**src/rtl/indirect_chain_if.sv**
```systemverilog
// rtl/indirect_chain_if.sv - memory request/response bus used on both sides of indirect_chain
interface indirect_chain_if #(
    parameter int DATA_W = 16
) ();
    logic                  mem_read;
    logic                  mem_write;
    logic [DATA_W-1:0]     mem_address;
    logic [DATA_W-1:0]     mem_wdata;
    logic [DATA_W/8-1:0]   mem_byte_enable;
    logic                  mem_resp;
    logic [DATA_W-1:0]     mem_rdata;

    modport master (
        output mem_read, mem_write, mem_address, mem_wdata, mem_byte_enable,
        input  mem_resp, mem_rdata
    );

    modport slave (
        input  mem_read, mem_write, mem_address, mem_wdata, mem_byte_enable,
        output mem_resp, mem_rdata
    );
endinterface

```
**src/rtl/indirect_chain.sv**
```systemverilog
// rtl/indirect_chain.sv - multi-level indirect memory adapter between pipeline and data cache
module indirect_chain #(
    parameter int DATA_W     = 16,
    parameter int MAX_LEVELS = 2,
    parameter int LVL_W      = $clog2(MAX_LEVELS + 1)
) (
    input  logic              clk,
    input  logic              reset_n,
    indirect_chain_if.slave   p_bus,
    indirect_chain_if.master  d_bus,
    input  logic [LVL_W-1:0]  P_levels,
    input  logic              abort,
    output logic              busy
);
    localparam int BE_W = DATA_W / 8;

    typedef enum logic [1:0] {
        IDLE   = 2'd0,
        FETCH  = 2'd1,
        TURN   = 2'd2,
        ACCESS = 2'd3
    } state_t;

    state_t             state_q;
    logic [DATA_W-1:0]  ptr_q;
    logic [LVL_W-1:0]   remain_q;
    logic               op_q;
    logic [DATA_W-1:0]  wdata_q;
    logic [BE_W-1:0]    be_q;
    logic               abort_q;

    logic [LVL_W-1:0]   lvl_clamped;
    logic               p_req;
    logic               direct;

    logic               d_read;
    logic               d_write;
    logic [DATA_W-1:0]  d_address;
    logic [DATA_W-1:0]  d_wdata;
    logic [BE_W-1:0]    d_be;
    logic               p_resp;

    assign lvl_clamped = (P_levels > LVL_W'(MAX_LEVELS)) ? LVL_W'(MAX_LEVELS) : P_levels;
    assign p_req       = p_bus.mem_read | p_bus.mem_write;
    assign direct      = (lvl_clamped == '0);

    always_ff @(posedge clk or negedge reset_n) begin
        if (!reset_n) begin
            state_q  <= IDLE;
            ptr_q    <= '0;
            remain_q <= '0;
            op_q     <= 1'b0;
            wdata_q  <= '0;
            be_q     <= '0;
            abort_q  <= 1'b0;
        end else begin
            case (state_q)
                IDLE: begin
                    abort_q <= 1'b0;
                    if (p_req && !direct) begin
                        ptr_q    <= p_bus.mem_address;
                        remain_q <= lvl_clamped;
                        // a simultaneous read+write request is handled as a write
                        op_q     <= p_bus.mem_write;
                        wdata_q  <= p_bus.mem_wdata;
                        be_q     <= p_bus.mem_byte_enable;
                        state_q  <= FETCH;
                    end
                end
                FETCH: begin
                    if (abort) begin
                        abort_q <= 1'b1;
                    end
                    if (d_bus.mem_resp) begin
                        ptr_q    <= d_bus.mem_rdata;
                        remain_q <= remain_q - LVL_W'(1);
                        state_q  <= TURN;
                    end
                end
                TURN: begin
                    if (abort_q || abort) begin
                        abort_q <= 1'b0;
                        state_q <= IDLE;
                    end else if (remain_q != '0) begin
                        state_q <= FETCH;
                    end else begin
                        state_q <= ACCESS;
                    end
                end
                ACCESS: begin
                    // the cache access already issued is completed even when aborted
                    if (d_bus.mem_resp) begin
                        abort_q <= 1'b0;
                        state_q <= IDLE;
                    end else if (abort) begin
                        abort_q <= 1'b1;
                    end
                end
                default: state_q <= IDLE;
            endcase
        end
    end

    always_comb begin
        d_read    = 1'b0;
        d_write   = 1'b0;
        d_address = ptr_q;
        d_wdata   = wdata_q;
        d_be      = be_q;
        p_resp    = 1'b0;
        case (state_q)
            IDLE: begin
                d_address = p_bus.mem_address;
                d_wdata   = p_bus.mem_wdata;
                d_be      = p_bus.mem_byte_enable;
                if (direct) begin
                    d_read  = p_bus.mem_read & ~p_bus.mem_write;
                    d_write = p_bus.mem_write;
                    p_resp  = d_bus.mem_resp;
                end
            end
            FETCH: begin
                d_read = 1'b1;
                d_be   = '1;
            end
            TURN: begin
                d_read  = 1'b0;
                d_write = 1'b0;
            end
            ACCESS: begin
                d_read  = ~op_q;
                d_write = op_q;
                p_resp  = d_bus.mem_resp & ~abort_q;
            end
            default: begin
                d_read  = 1'b0;
                d_write = 1'b0;
            end
        endcase
        // strobes and the completion pulse drop the moment reset asserts
        if (!reset_n) begin
            d_read  = 1'b0;
            d_write = 1'b0;
            p_resp  = 1'b0;
        end
    end

    assign d_bus.mem_read        = d_read;
    assign d_bus.mem_write       = d_write;
    assign d_bus.mem_address     = d_address;
    assign d_bus.mem_wdata       = d_wdata;
    assign d_bus.mem_byte_enable = d_be;
    assign p_bus.mem_resp        = p_resp;
    assign p_bus.mem_rdata       = d_bus.mem_rdata;
    assign busy                  = (state_q != IDLE);
endmodule

```
**src/flat_wrapper.sv**
```systemverilog
// flat-port wrapper written by rule: the top's interface ports become plain ports
module indirect_chain_flat 
#(
    parameter int DATA_W     = 16,
    parameter int MAX_LEVELS = 2,
    parameter int LVL_W      = $clog2(MAX_LEVELS + 1)
)
  (clk, reset_n, P_levels, abort, busy, p_bus_mem_read, p_bus_mem_write, p_bus_mem_address, p_bus_mem_wdata, p_bus_mem_byte_enable, p_bus_mem_resp, p_bus_mem_rdata, d_bus_mem_read, d_bus_mem_write, d_bus_mem_address, d_bus_mem_wdata, d_bus_mem_byte_enable, d_bus_mem_resp, d_bus_mem_rdata);
  indirect_chain_if #(.DATA_W(DATA_W)) p_bus_i ();
  indirect_chain_if #(.DATA_W(DATA_W)) d_bus_i ();
  input  logic clk;
  input  logic reset_n;
  input  logic [LVL_W-1:0] P_levels;
  input  logic abort;
  output logic busy;
  input wire logic [$bits(p_bus_i.mem_read)-1:0] p_bus_mem_read;
  input wire logic [$bits(p_bus_i.mem_write)-1:0] p_bus_mem_write;
  input wire logic [$bits(p_bus_i.mem_address)-1:0] p_bus_mem_address;
  input wire logic [$bits(p_bus_i.mem_wdata)-1:0] p_bus_mem_wdata;
  input wire logic [$bits(p_bus_i.mem_byte_enable)-1:0] p_bus_mem_byte_enable;
  output wire logic [$bits(p_bus_i.mem_resp)-1:0] p_bus_mem_resp;
  output wire logic [$bits(p_bus_i.mem_rdata)-1:0] p_bus_mem_rdata;
  output wire logic [$bits(d_bus_i.mem_read)-1:0] d_bus_mem_read;
  output wire logic [$bits(d_bus_i.mem_write)-1:0] d_bus_mem_write;
  output wire logic [$bits(d_bus_i.mem_address)-1:0] d_bus_mem_address;
  output wire logic [$bits(d_bus_i.mem_wdata)-1:0] d_bus_mem_wdata;
  output wire logic [$bits(d_bus_i.mem_byte_enable)-1:0] d_bus_mem_byte_enable;
  input wire logic [$bits(d_bus_i.mem_resp)-1:0] d_bus_mem_resp;
  input wire logic [$bits(d_bus_i.mem_rdata)-1:0] d_bus_mem_rdata;
  assign p_bus_i.mem_read = p_bus_mem_read;
  assign p_bus_i.mem_write = p_bus_mem_write;
  assign p_bus_i.mem_address = p_bus_mem_address;
  assign p_bus_i.mem_wdata = p_bus_mem_wdata;
  assign p_bus_i.mem_byte_enable = p_bus_mem_byte_enable;
  assign p_bus_mem_resp = p_bus_i.mem_resp;
  assign p_bus_mem_rdata = p_bus_i.mem_rdata;
  assign d_bus_mem_read = d_bus_i.mem_read;
  assign d_bus_mem_write = d_bus_i.mem_write;
  assign d_bus_mem_address = d_bus_i.mem_address;
  assign d_bus_mem_wdata = d_bus_i.mem_wdata;
  assign d_bus_mem_byte_enable = d_bus_i.mem_byte_enable;
  assign d_bus_i.mem_resp = d_bus_mem_resp;
  assign d_bus_i.mem_rdata = d_bus_mem_rdata;
  indirect_chain #(.DATA_W(DATA_W), .MAX_LEVELS(MAX_LEVELS), .LVL_W(LVL_W)) u_core (.clk(clk), .reset_n(reset_n), .p_bus(p_bus_i), .d_bus(d_bus_i), .P_levels(P_levels), .abort(abort), .busy(busy));
endmodule
```
**config.mk**
```make
export PLATFORM = sky130hd
export DESIGN_NAME = indirect_chain_flat
export DESIGN_NICKNAME = d
export VERILOG_FILES = /design/src/rtl/indirect_chain_if.sv /design/src/rtl/indirect_chain.sv /design/src/flat_wrapper.sv
export SDC_FILE = /design/constraint.sdc
export NUM_CORES = 1
export LEC_CHECK = 0
export BUFFER_PORTS_ARGS = -buffer_cell sky130_fd_sc_hd__buf_2
export CORE_ASPECT_RATIO = 1.4
export CORE_MARGIN = 2
export CORE_UTILIZATION = 43
export DETAILED_ROUTE_END_ITERATION = 6
export PLACE_DENSITY = 0.83
export SLEW_MARGIN = 20
export SYNTH_ARGS = -nofsm -noshare
export SYNTH_HDL_FRONTEND = slang
export SYNTH_SLANG_ARGS = --single-unit
```
**constraint.sdc**
```tcl
create_clock -name clk -period 1.9 [get_ports clk]
set_clock_uncertainty 0.15 [all_clocks]
set_input_delay 0.19 -clock clk [delete_from_list [all_inputs] [get_ports clk]]
set_output_delay 0.19 -clock clk [all_outputs]
set_load 0.01 [all_outputs]
```
Word level (Yosys, flattened, before mapping)
Index checks and enable logic that the tools add are counted.
- add/sub/neg operators: 1
- bitwise logic cells: 6
- magnitude comparators: 1
- muxes and demuxes: 29
- equality and inequality tests: 7
- reductions and logical operators: 11
- operators with widths (kind ; count):
    $mux W16 ; 4
    $pmux W16 S2 ; 1
    $mux W2 ; 8
    $mux W1 ; 9
    $pmux W1 S4 ; 2
    $pmux W2 S2 ; 2
    $pmux W2 S4 ; 1
    $reduce_and A3 Y1 ; 2
    $reduce_bool A2 Y1 ; 3
    $eq A2 B2 Y1 const B ; 2
    $logic_not A2 Y1 ; 2
    $ne A2 B1 Y1 const B ; 2
    $ne A2 B2 Y1 const B ; 2
    $pmux W1 S2 ; 2
    $not A1 Y1 ; 3
    $and A1 B1 Y1 ; 2
    $eq A2 B1 Y1 const B ; 1
    $gt A2 B2 Y1 const B ; 1
    $reduce_and A2 Y1 ; 1
    $sub A2 B1 Y2 const B ; 1
    $logic_and A1 B1 Y1 ; 1
    $logic_not A1 Y1 ; 1
    $logic_or A1 B1 Y1 ; 1
    $or A1 B1 Y1 ; 1
- bits of input ports: 58
- output and inout bits: 54
- word-level logic and storage cells: 62
- flip-flop bits (word level): 40

Logic depth before layout (Yosys ltp)
Gate-level depths: netlist (run 1).
- depth in word-level cells: 7
- gate-level depth with buffers: 7
- depth with buffers taken out: 5

Least setup slack after synthesis (run 1)
OpenSTA, ideal clock, no wires.
- path kind: reg2reg
- start: register u_core.state_q[0]
- end: register u_core.ptr_q[10]
- path buffers: 2
- cell stages (with the launch flop): 8
- data required time: 1.625 ns
- library setup time: 0.125 ns
- arrival time: 1.667 ns
- period minus slack after synthesis: 1.942 ns
- path slack: -0.042 ns
- cells stage by stage: dfrtp_1 > inv_1 > ha_1 > buf_2 > mux2i_1 > a21oi_4 > buf_12 > mux2_4
- cells in the longest elaborated chain, start to end: 3
- elaborated cells on any way between the ends: 7
- classes of those cells: 3 x eq/ne; 1 x mux; 3 x reduce/logical
- RTL lines (what ; line ; source):
    start: declaration ; indirect_chain.sv:24 ; state_t state_q;
    start signal: assignment ; indirect_chain.sv:49 ; state_q <= IDLE;
    start signal: assignment ; indirect_chain.sv:67 ; state_q <= FETCH;
    start signal: assignment ; indirect_chain.sv:77 ; state_q <= TURN;
    $eq A2 B1 Y1 / $logic_not A2 Y1 (equally long branches) ; indirect_chain.sv:57 ; case (state_q)
    $ne A2 B2 Y1 (no line), or another cell as far along ; n/a ;
    $reduce_and A3 Y1 (no line) ; n/a ;
    end signal: assignment ; indirect_chain.sv:61 ; ptr_q <= p_bus.mem_address;
    end signal: assignment ; indirect_chain.sv:75 ; ptr_q <= d_bus.mem_rdata;
    end: declaration ; indirect_chain.sv:25 ; logic [DATA_W-1:0] ptr_q;
Parallel ways exist; a longest one is shown, timed or not.
A chain may end at the register's enable or synchronous reset.

Worst setup path after layout (run 1)
- start: register u_core.state_q[1]
- end: output port p_bus_mem_resp
- cells in the longest elaborated chain, start to end: 3
- elaborated cells on any way between the ends: 4
- classes of those cells: 1 x eq/ne; 2 x mux; 1 x reduce/logical
- RTL lines (what ; line ; source):
    $eq A2 B2 Y1 / $logic_not A2 Y1 (equally long branches) ; indirect_chain.sv:111 ; case (state_q)
    $pmux W1 S2 * ; indirect_chain.sv:111 ;
    $mux W1 * ; indirect_chain.sv:141 ; if (!reset_n) begin
    end: declaration ; flat_wrapper.sv:21 ; output wire logic [$bits(p_bus_i.mem_resp)-1:0] p_bus_mem_resp;
Every way passes the cells marked *; elsewhere a longest branch is shown, timed or not.

==> results.md, run 1 <==
* CP bufs+invs at 2
* Crit-path cells: buf_4 > ha_4 > mux2_4 > nor4b_4 > buf_2
* Slowest cell on crit path: dfrtp_1
* Seq/Total Area, Yosys at approximately 40%
* I/O pin cnt at between 100 and 150
* CTS Buffer Depth at 2
* Critical Path RT at approximately 1.6 ns
* Die area at between 0.006 and 0.007 sq mm
* WP depth at 5
* Fmax at around 500 MHz
* Initial DRC count at 15
* CTS Buf Count at 5
* Number of H-tree levels at 2
* CP endpoint: p_bus_mem_resp
* Final TNS setup at -5.43 ns
* Core Area at roughly 0.0058 sq mm
* Core Rows at 33
* Via density at roughly 5.3
* CTS tree: yes
* Worst Reg-to-Reg Cells at 8
* Routability congestion estimate at around 0.74
* Ant. Diodes at 0
* # DRC at 0
* Starting Density at 43.8%
* Slew Limit Fails at 0
* Status: finished, violations left
* Async set or reset register ratio after synthesis at between 90% and 100%
* CP startpoint kind: flip-flop
* Final hold vios at 0
* CP Max Fanout at 3
* CTS Sinks at 40
* CP Launch Point: u_core.state_q[1]
* Worst Path Class, Setup: flip-flop to output port
* Final WS setup at -0.156 ns
* FF-to-FF setup slack at -0.09 ns
* Finished Core Util at a little over 70%
* Vias in the first global route at between 2000 and 2500
* Port Buffers at 111
* Post-Syn Instances at around 200
* Arrival @ worst endpoint at 1.72 ns
* Clock Pin Slew Worst Setup and Hold Paths at around 0.080 ns
* Worst r2r dst: u_core.ptr_q[13]
* Dpl hpwl at ~4000 um
* Post-synth top flop: dfrtp_1
* Max capacitance violation total at 0
* RSZ-0062 raised after global routing: yes
* Initial antenna violation count at 0
* Top Family by Delay on Critical Path: flip-flops
* Pre-Repair DR Iteration Count at 4
* Synth top area share at between 30 and 40%
* Total GRT Usage at between 20 and 25%
* Post-route ant nets at 0
* RR Startpoint: u_core.state_q[0]
* Ranking of synthesized cells by area: dfrtp_1, mux2_2, buf_4, mux2_4, ha_1
* Yosys reg bits at 40
* Syn Nets at 260
* CP Capture Type: output port
* Die height at approximately 95 um
* Ys Warns at 0
* Clock Latency Late Sink at around 0.30 ns
* Largest net degree at the start of global routing at 27
* Share of cells above drive strength 1 at approximately 74%
* Vias at between 2000 and 2500
* Final wirelength at 7510 um
* First-pass GRT wire length at roughly 11000 um
* Leakage Power at about 2 nW
* Post-route minimum period at about 2 ns
* GRT overflow at 0
* Final nets at roughly 400
* Avg Synthesized Cell Area at 12.9 sq um
* Pwr dens at just under 2000 mW/mm^2
* Synth-to-Final Area Change at 62.0%
* Cell taking the most area after synthesis: dfrtp_1
* # setup viols final at 55
* CP max stage delay at 0.40 ns
* Die width at approximately 70 um
* Synth cell types at 31
* CTS root buf: clkbuf_8
* Synth Cell Area at 0.00253 sq mm
* Failing checks: setup timing
* Tightest Pin Transition at a little over 0.4 ns
* Routed WL per cell at 18.5 um
* Post-synth EDFFs at 0
* Slew headroom at 72.4%
* Fin crit share at 108%
* Peak supply drop at ~0.0014 V
* Hold Path Class: input pin to flip-flop
cell type report:
type	instances	area, sq um
Sequential cell	40	1000
Multi-Input combinational cell	124	1570
Fill cell	377	1680
Timing Repair Buffer	157	1280
Clock inverter	2	60.1
Inverter	7	28.8
Clock buffer	5	68.8
Tap cell	70	87.6
worst min path at each step:
| stage | start | endpoint | slack (ns) | depth (start not counted) |
|---|---|---|---|---|
| 2_1_floorplan | reset_n | u_core.abort_q | -0.26 | 0 |
| 6_report | abort | u_core.abort_q | 0.03 | 3 |
| 5_1_grt | abort | u_core.abort_q | 0.05 | 3 |
| 4_1_cts | abort | u_core.abort_q | 0.03 | 3 |
| 3_3_place_gp | reset_n | u_core.op_q | -0.15 | 1 |
| 3_5_place_dp | reset_n | u_core.op_q | -0.15 | 1 |
routing by layer:
| layer | global-route usage, % | wire [um] |
|---|---|---|
| met4 | 11.3 | 234 |
| met1 | 22.5 | 2620 |
| met2 | 43.5 | 4270 |
| met3 | 4.41 | 387 |
| met5 | 0 | 0 |
stage by stage:
step                worst slack, ns  hold WS [ns]  total power, mW  instances  area, sq um
floorplan                    0.0112        -0.256             4.01        196         2550
global placement             0.0568        -0.154             4.97        360         3110
detailed placement         -0.00458        -0.149             5.07        360         3110
CTS                          -0.162        0.0292             7.30        402         3920
global route                 -0.215        0.0494             8.34        405         4100
finish                       -0.156        0.0262             7.93        405         4100
registers in the layout, indices dropped and copies added (netlist names):
signal and count:
u_core.state_q 2, u_core.op_q 1, u_core.remain_q 2, u_core.be_q 2, u_core.ptr_q 16, u_core.abort_q 1
u_core.wdata_q 16
Yosys cell counts, drive strengths merged, types with 3 or more instances:
master,n
ha,6
a21oi,4
mux2,83
inv,7
buf,26
dfrtp,40
nor2,3
mux2i,4
where the power goes:
part	switching, mW	leakage, nW	internal (mW)
Clock	0.296	0.0642	0.517
Sequential	0.259	0.473	1.30
Combinational	2.13	1.45	3.43
Total	2.68	1.99	5.25
what timing repair did:
item	in CTS	in global routing
gates resized for setup	66	35
pin swaps	8	6
hold buffers	19	0
endpoints found under the hold margin	58	0
gates cloned	3	1
setup endpoints to repair	56	71
buffers inserted	13	3
cell usage in the layout, fill, tap and decap left out, types with 4 or more instances in the layout:
cell type      count
buf_12             5
buf_2             77
buf_4             15
buf_6             38
clkbuf_8           5
dfrtp_1           40
dlygate4sd3_1     19
ha_4               4
inv_1              4
mux2_2            37
mux2_4            46
worst min-delay path: stages:
cell and delay [ns]:
buf_2 0.09, nor2_1 0.06, nor2_1 0.09
logic make-up (layout without fill, tap and decap cells):
kind of cell / count (synthesis) / count (layout) / share of synthesized area (%)
compound gates: 18 / 19 / 6.37
fa+ha+maj: 6 / 6 / 2.96
buf+inv: 33 / 171 / 8.59
flops: 40 / 40 / 39.5
mux: 87 / 87 / 39.7
simple gates: 12 / 12 / 2.91
Note: power is estimated with default switching activity, not from simulation.
==> run 2: changes to the inputs <==
--- a/config.mk
+++ b/config.mk
@@ -7,10 +7,9 @@
 export LEC_CHECK = 0
 export BUFFER_PORTS_ARGS = -buffer_cell sky130_fd_sc_hd__buf_2
 export CORE_ASPECT_RATIO = 1.4
-export CORE_MARGIN = 2
 export CORE_UTILIZATION = 43
 export DETAILED_ROUTE_END_ITERATION = 6
-export PLACE_DENSITY = 0.83
+export PLACE_DENSITY_LB_ADDON = 0.15
 export SLEW_MARGIN = 20
 export SYNTH_ARGS = -nofsm -noshare
 export SYNTH_HDL_FRONTEND = slang
==> results.md, run 2 (same netlist as run 1, synthesis figures left out) <==
* CTS Buffer Depth at 2
* Leakage Power at about 1.8 nW
* Clock share of power at a little over a tenth
* RSZ-0062 raised after global routing: yes
* Initial DRC count at 27
* Final wirelength at between 6000 and 7000 um
* Peak supply drop at between 0.0009 and 0.001 V
* Combinational Power Share at 67.3%
* Clock Latency Late Sink at slightly below 0.3 ns
* Critical Path RT at roughly 1.6 ns
* CTS tree: yes
* First-pass GRT wire length at just under 9000 um
* Vias at between 2000 and 2500
* Routed WL per cell at about 16 um
* Post-route minimum period at ~2 ns
* Largest net degree at the start of global routing at 38
* Dpl hpwl at 3830 um
* CP Capture Type: output port
* RR Startpoint: u_core.state_q[0]
* Die area at slightly above 0.006 sq mm
* Post-route ant nets at 0
* Ant. Diodes at 0
* Via density at 5.17
* Final nets at between 300 and 400
* Final WS setup at -0.128 ns
* Core Rows at 32
* Max capacitance violation total at 0
* Worst Reg-to-Reg Cells at 6
* Int Pwr at about 4.6 mW
* Pwr dens at around 1800 mW/mm^2
* Hold Path Origin: p_bus_mem_wdata[7]
* CTS root buf: clkbuf_8
* Seq pwr share at 22.2%
* CP startpoint kind: flip-flop
* Tightest Pin Transition at 0.491 ns
* CP max stage delay at around 0.42 ns
* FF-to-FF setup slack at 0 ns
* Slew Limit Fails at 0
* Crit-path cells: inv_2 > ha_4 > buf_4 > mux2_2 > buf_2
* Multi-input combinational cell area at around 0.0015 sq mm
* Fillers at about 420
* Number of H-tree levels at 2
* Hold Path Class: input pin to flip-flop
* Worst Path Class, Setup: flip-flop to output port
* # DRC at 0
* Arrival @ worst endpoint at 1.69 ns
* Pre-Repair DR Iteration Count at 4
* Commonest non-fill, non-tap cell in the layout: buf_2
* Initial antenna violation count at 0
* Port Buffers at between 100 and 150
* Worst r2r dst: u_core.ptr_q[2]
* Slowest cell on crit path: dfrtp_1
* Total GRT Usage at between 10% and 20%
* Core Area at 0.00561 sq mm
* Die width at between 60 and 70 um
* Synth-to-Final Area Change at 51.2%
* Fmax at around 490 MHz
* Share of cells above drive strength 1 at 72.6%
* GRT overflow at 0
* CTS Sinks at 40
* Slew headroom at 67.3%
* CP Max Fanout at 6
* Finished Core Util at 68.3%
* Status: finished, violations left
* CTS Buf Count at 5
* Fin crit share at 107%
* # setup viols final at 38
* Hold Path Stages at 2
* Clock Pin Slew Worst Setup and Hold Paths at around 0.080 ns
* Starting Density at a little under half
* Most frequent cells in the layout: buf_2, mux2_2, dfrtp_1
* Hold EP: u_core.wdata_q[7]
* Top Registers: u_core.ptr_q x16, u_core.wdata_q x16
* Register area at 0.00100 sq mm
* Failing checks: setup timing
* Routability congestion estimate at roughly 0.8
* Switch share at roughly 34%
* Final hold vios at 0
* Vias in the first global route at between 1500 and 2000
* Total power at ~7.0 mW
* Die height at ~93 um
* Sw Pwr at between 2 and 2.5 mW
* I/O pin cnt at approximately 110
[run 2: final cells by class]
| cell class | instances | share of cell area, % |
|---|---|---|
| timing repair buffer | 148 | 28.8 |
| multi-input combinational | 126 | 39.0 |
| tap | 68 | 2.22 |
| clock inverter | 2 | 1.01 |
| inverter | 7 | 0.686 |
| clock buffer | 6 | 2.16 |
| sequential | 40 | 26.1 |
[run 2: stage by stage]
stage          instance area, sq um  TNS [ns]  worst slack, ns  instances  hold slack, ns
2_1_floorplan                  2550         0           0.0112        196          -0.256
3_3_place_gp                   3100         0           0.0892        359          -0.123
3_5_place_dp                   3100         0           0.0517        359          -0.124
4_1_cts                        3550     -3.34           -0.133        388         0.00739
5_1_grt                        3830     -7.35           -0.216        397          0.0212
6_report                       3830     -3.95           -0.128        397          0.0218
[run 2: power groups by stage]
stage	logic (mW)	clock network (mW)	registers, mW
3_3_place_gp	3.47	0	1.52
6_report	4.68	0.730	1.54
4_1_cts	3.99	0.751	1.52
3_5_place_dp	3.49	0	1.53
5_1_grt	4.97	0.779	1.59
2_1_floorplan	2.54	0	1.47
[run 2: worst max path at each step]
| stage | from | to | cells after the start |
|---|---|---|---|
| 2_1_floorplan | u_core.state_q[1] | u_core.ptr_q[10] | 7 |
| 3_3_place_gp | u_core.state_q[0] | u_core.wdata_q[2] | 5 |
| 4_1_cts | u_core.state_q[1] | p_bus_mem_resp | 5 |
| 3_5_place_dp | u_core.state_q[0] | u_core.wdata_q[8] | 5 |
| 5_1_grt | u_core.state_q[0] | d_bus_mem_byte_enable[1] | 6 |
| 6_report | u_core.state_q[0] | d_bus_mem_address[10] | 5 |
[run 2: repair_timing]
item	4_1_cts	5_1_grt
hold buffers	17	1
pin swaps	1	3
buffers inserted	3	4
hold endpoints to repair	56	1
setup endpoints to repair	38	70
cloned	1	4
gates resized for setup	25	34
[run 2: metal layers]
| layer | GRT usage, % | part of all wire [%] | vias to the layer above |
|---|---|---|---|
| met5 | 0 | 0 | - |
| met1 | 21.4 | 37 | 1020 |
| met3 | 3.69 | 3.5 | 8 |
| li1 | - | - | 962 |
| met2 | 34.8 | 58 | 62 |
| met4 | 5.32 | 1.7 | 0 |
[run 2: critical path, delay by kind of cell, from the launching register on]
| kind | cells | cell delay, ns |
|---|---|---|
| muxes | 1 | 0.33 |
| buffers and inverters | 3 | 0.42 |
| DFF | 1 | 0.42 |
| adders and majority gates | 1 | 0.23 |
==> run 3: changes to the inputs <==
--- a/config.mk
+++ b/config.mk
@@ -6,10 +6,12 @@
 export NUM_CORES = 1
 export LEC_CHECK = 0
 export BUFFER_PORTS_ARGS = -buffer_cell sky130_fd_sc_hd__buf_2
+export CELL_PAD_IN_SITES_DETAIL_PLACEMENT = 1
+export CELL_PAD_IN_SITES_GLOBAL_PLACEMENT = 1
 export CORE_ASPECT_RATIO = 1.4
-export CORE_UTILIZATION = 43
+export CORE_UTILIZATION = 33
 export DETAILED_ROUTE_END_ITERATION = 6
-export PLACE_DENSITY_LB_ADDON = 0.15
+export PLACE_DENSITY_LB_ADDON = 0.08
 export SLEW_MARGIN = 20
 export SYNTH_ARGS = -nofsm -noshare
 export SYNTH_HDL_FRONTEND = slang
==> results.md, run 3 (same netlist as run 1, synthesis figures left out) <==
* CP Capture Type: output port
* Tightest Pin Transition at ~0.50 ns
* Int Pwr at 5.02 mW
* Ant. Diodes at 0
* Final WS setup at -0.152 ns
* Final hold slack at about 0.018 ns
* RSZ-0062 raised after global routing: yes
* CP startpoint kind: flip-flop
* Slew headroom at between 60% and 70%
* Number of H-tree levels at 2
* Hold Path Class: input pin to flip-flop
* Routability congestion estimate at 0.778
* Hold EP: u_core.wdata_q[11]
* Failing checks: setup timing
* Via density at roughly 4.8
* Post-route minimum period at approximately 2.1 ns
* CTS tree: yes
* CTS Buf Count at 5
* Synth-to-Final Area Change at 60.9%
* Initial DRC count at 48
* RR Startpoint: u_core.state_q[1]
* FF-to-FF setup slack at -0.12 ns
* First-pass GRT wire length at roughly 11000 um
* Top Registers: u_core.ptr_q x16, u_core.wdata_q x16
* Arrival @ worst endpoint at between 1.5 and 2 ns
* Crit-path cells: inv_2 > ha_4 > clkbuf_16 > mux2_4 > buf_6
* Total GRT Usage at between 15 and 20%
* CTS Sinks at 40
* Die width at about 76 um
* Switch share at approximately a third
* Most frequent cells in the layout: buf_2, mux2_4, buf_6, dfrtp_1, mux2_2
* CP Launch Point: u_core.state_q[0]
* Final Instance Area at 0.00408 sq mm
* Post-route ant nets at 0
* Clock Pin Slew Worst Setup and Hold Paths at 0.08 ns
* Fillers at just over 800
* Slew Limit Fails at 0
* Starting Density at roughly a third
* Initial antenna violation count at 0
* Final wirelength at roughly 7000 um
* Die area at between 0.008 and 0.009 sq mm
* CP max stage delay at about 0.44 ns
* Setup WS pre-CTS at roughly 0.046 ns
* Worst r2r dst: u_core.ptr_q[14]
* Leakage Power at 1.97 nW
* # setup viols final at 62
* Core Rows at 37
* Largest net degree at the start of global routing at 39
* Slowest cell on crit path: dfrtp_2
* Pre-Repair DR Iteration Count at 3
* Worst Path Class, Setup: flip-flop to output port
* Status: finished, violations left
* Critical Path RT at around 1.6 ns
* Pwr dens at ~1900 mW/mm^2
* Hold Path Origin: p_bus_mem_wdata[11]
* # DRC at 0
* Max capacitance violation total at 0
* Die height at about 110 um
* Worst Reg-to-Reg Cells at 7
* Clock Latency Late Sink at approximately 0.30 ns
* Clock share of power at between 7 and 8%
* Final hold vios at 0
* CP Max Fanout at 8
* GRT overflow at 0
* Vias in the first global route at between 2000 and 2500
* Fmax at between 400 and 500 MHz
* I/O pin cnt at between 100 and 150
* Hold Path Stages at 2
* Dpl hpwl at roughly 4600 um
* Final TNS setup at -6.03 ns
* Peak supply drop at 0.000751 V
* Combinational Power Share at 72.3%
* Fin crit share at 108%
* Share of cells above drive strength 1 at about three quarters
* CTS root buf: clkbuf_8
* Final nets at between 300 and 400
* Routed WL per cell at approximately 17 um
* Sw Pwr at approximately 2.6 mW
* Commonest non-fill, non-tap cell in the layout: buf_2
* Dpl cell area at 0.00316 sq mm
* Seq pwr share at between 20% and 30%
* Port Buffers at roughly 110
* Vias at between 2000 and 2500
* Core Area at 0.00741 sq mm
* CTS Buffer Depth at 2
[run 3: cell types whose count changed in the layout (fill, tap and decap cells not counted), sizes merged]
cell,before,now
buf,129,136
bufinv,1,0
clkbuf,7,9
o211ai,4,1
[run 3: power groups by stage]
| stage | Sequential (mW) | Combinational, mW | Clock (mW) |
|---|---|---|---|
| global route | 1.60 | 5.83 | 0.607 |
| global placement | 1.52 | 3.61 | 0 |
| CTS | 1.54 | 4.49 | 0.573 |
| detailed placement | 1.54 | 3.65 | 0 |
| finish | 1.55 | 5.48 | 0.549 |
| floorplan | 1.47 | 2.54 | 0 |
[run 3: what timing repair did]
action | in CTS | in global routing
cloned | 1 | 3
setup buffers | 5 | 8
hold endpoints to repair | 57 | 0
hold buffers | 18 | 0
setup endpoints to repair | 38 | 57
gates resized for setup | 46 | 51
pin swaps | 2 | 5
[run 3: worst max-delay path: cells and delay by family (launching register included)]
| kind | cells | cell delay [ns] |
|---|---|---|
| DFF | 1 | 0.44 |
| buffers and inverters | 3 | 0.41 |
| muxes | 1 | 0.31 |
| adders and majority gates | 1 | 0.25 |
[run 3: through the flow]
step	power, mW	instances	util (%)
after floorplan	4.01	196	-
after CTS	6.60	420	50.0
final	7.57	431	55.0
after global routing	8.03	431	55.0
after detailed placement	5.19	389	42.7
after global placement	5.13	389	42.7
[run 3: how the worst max path moves through the flow]
stage,slack (ns),to,cells past startpoint
floorplan,0.01,u_core.ptr_q[10],7
global placement,0.06,u_core.wdata_q[0],5
detailed placement,0.05,u_core.wdata_q[1],5
CTS,-0.18,d_bus_mem_wdata[11],5
global route,-0.23,d_bus_mem_byte_enable[0],6
finish,-0.15,d_bus_mem_address[1],5
[run 3: final cells by class]
class                      count  area [sq um]  share of cell area [%]
clock inverter                 1          5.00                   0.123
tap                           97           121                    2.98
timing repair buffer         157          1320                    32.3
sequential                    40          1000                    24.6
inverter                       7          26.3                   0.645
clock buffer                   6          72.6                    1.78
multi-input combinational    123          1530                    37.6
[run 3: layer usage]
| metal | global-route usage (%) | vias up | wire length [um] |
|---|---|---|---|
| li1 | - | 962 | - |
| met3 | 4.07 | 6 | 332 |
| met5 | 0 | - | 0 |
| met4 | 6.73 | 0 | 92 |
| met1 | 18.3 | 1011 | 2750 |
| met2 | 34.0 | 75 | 4030 |
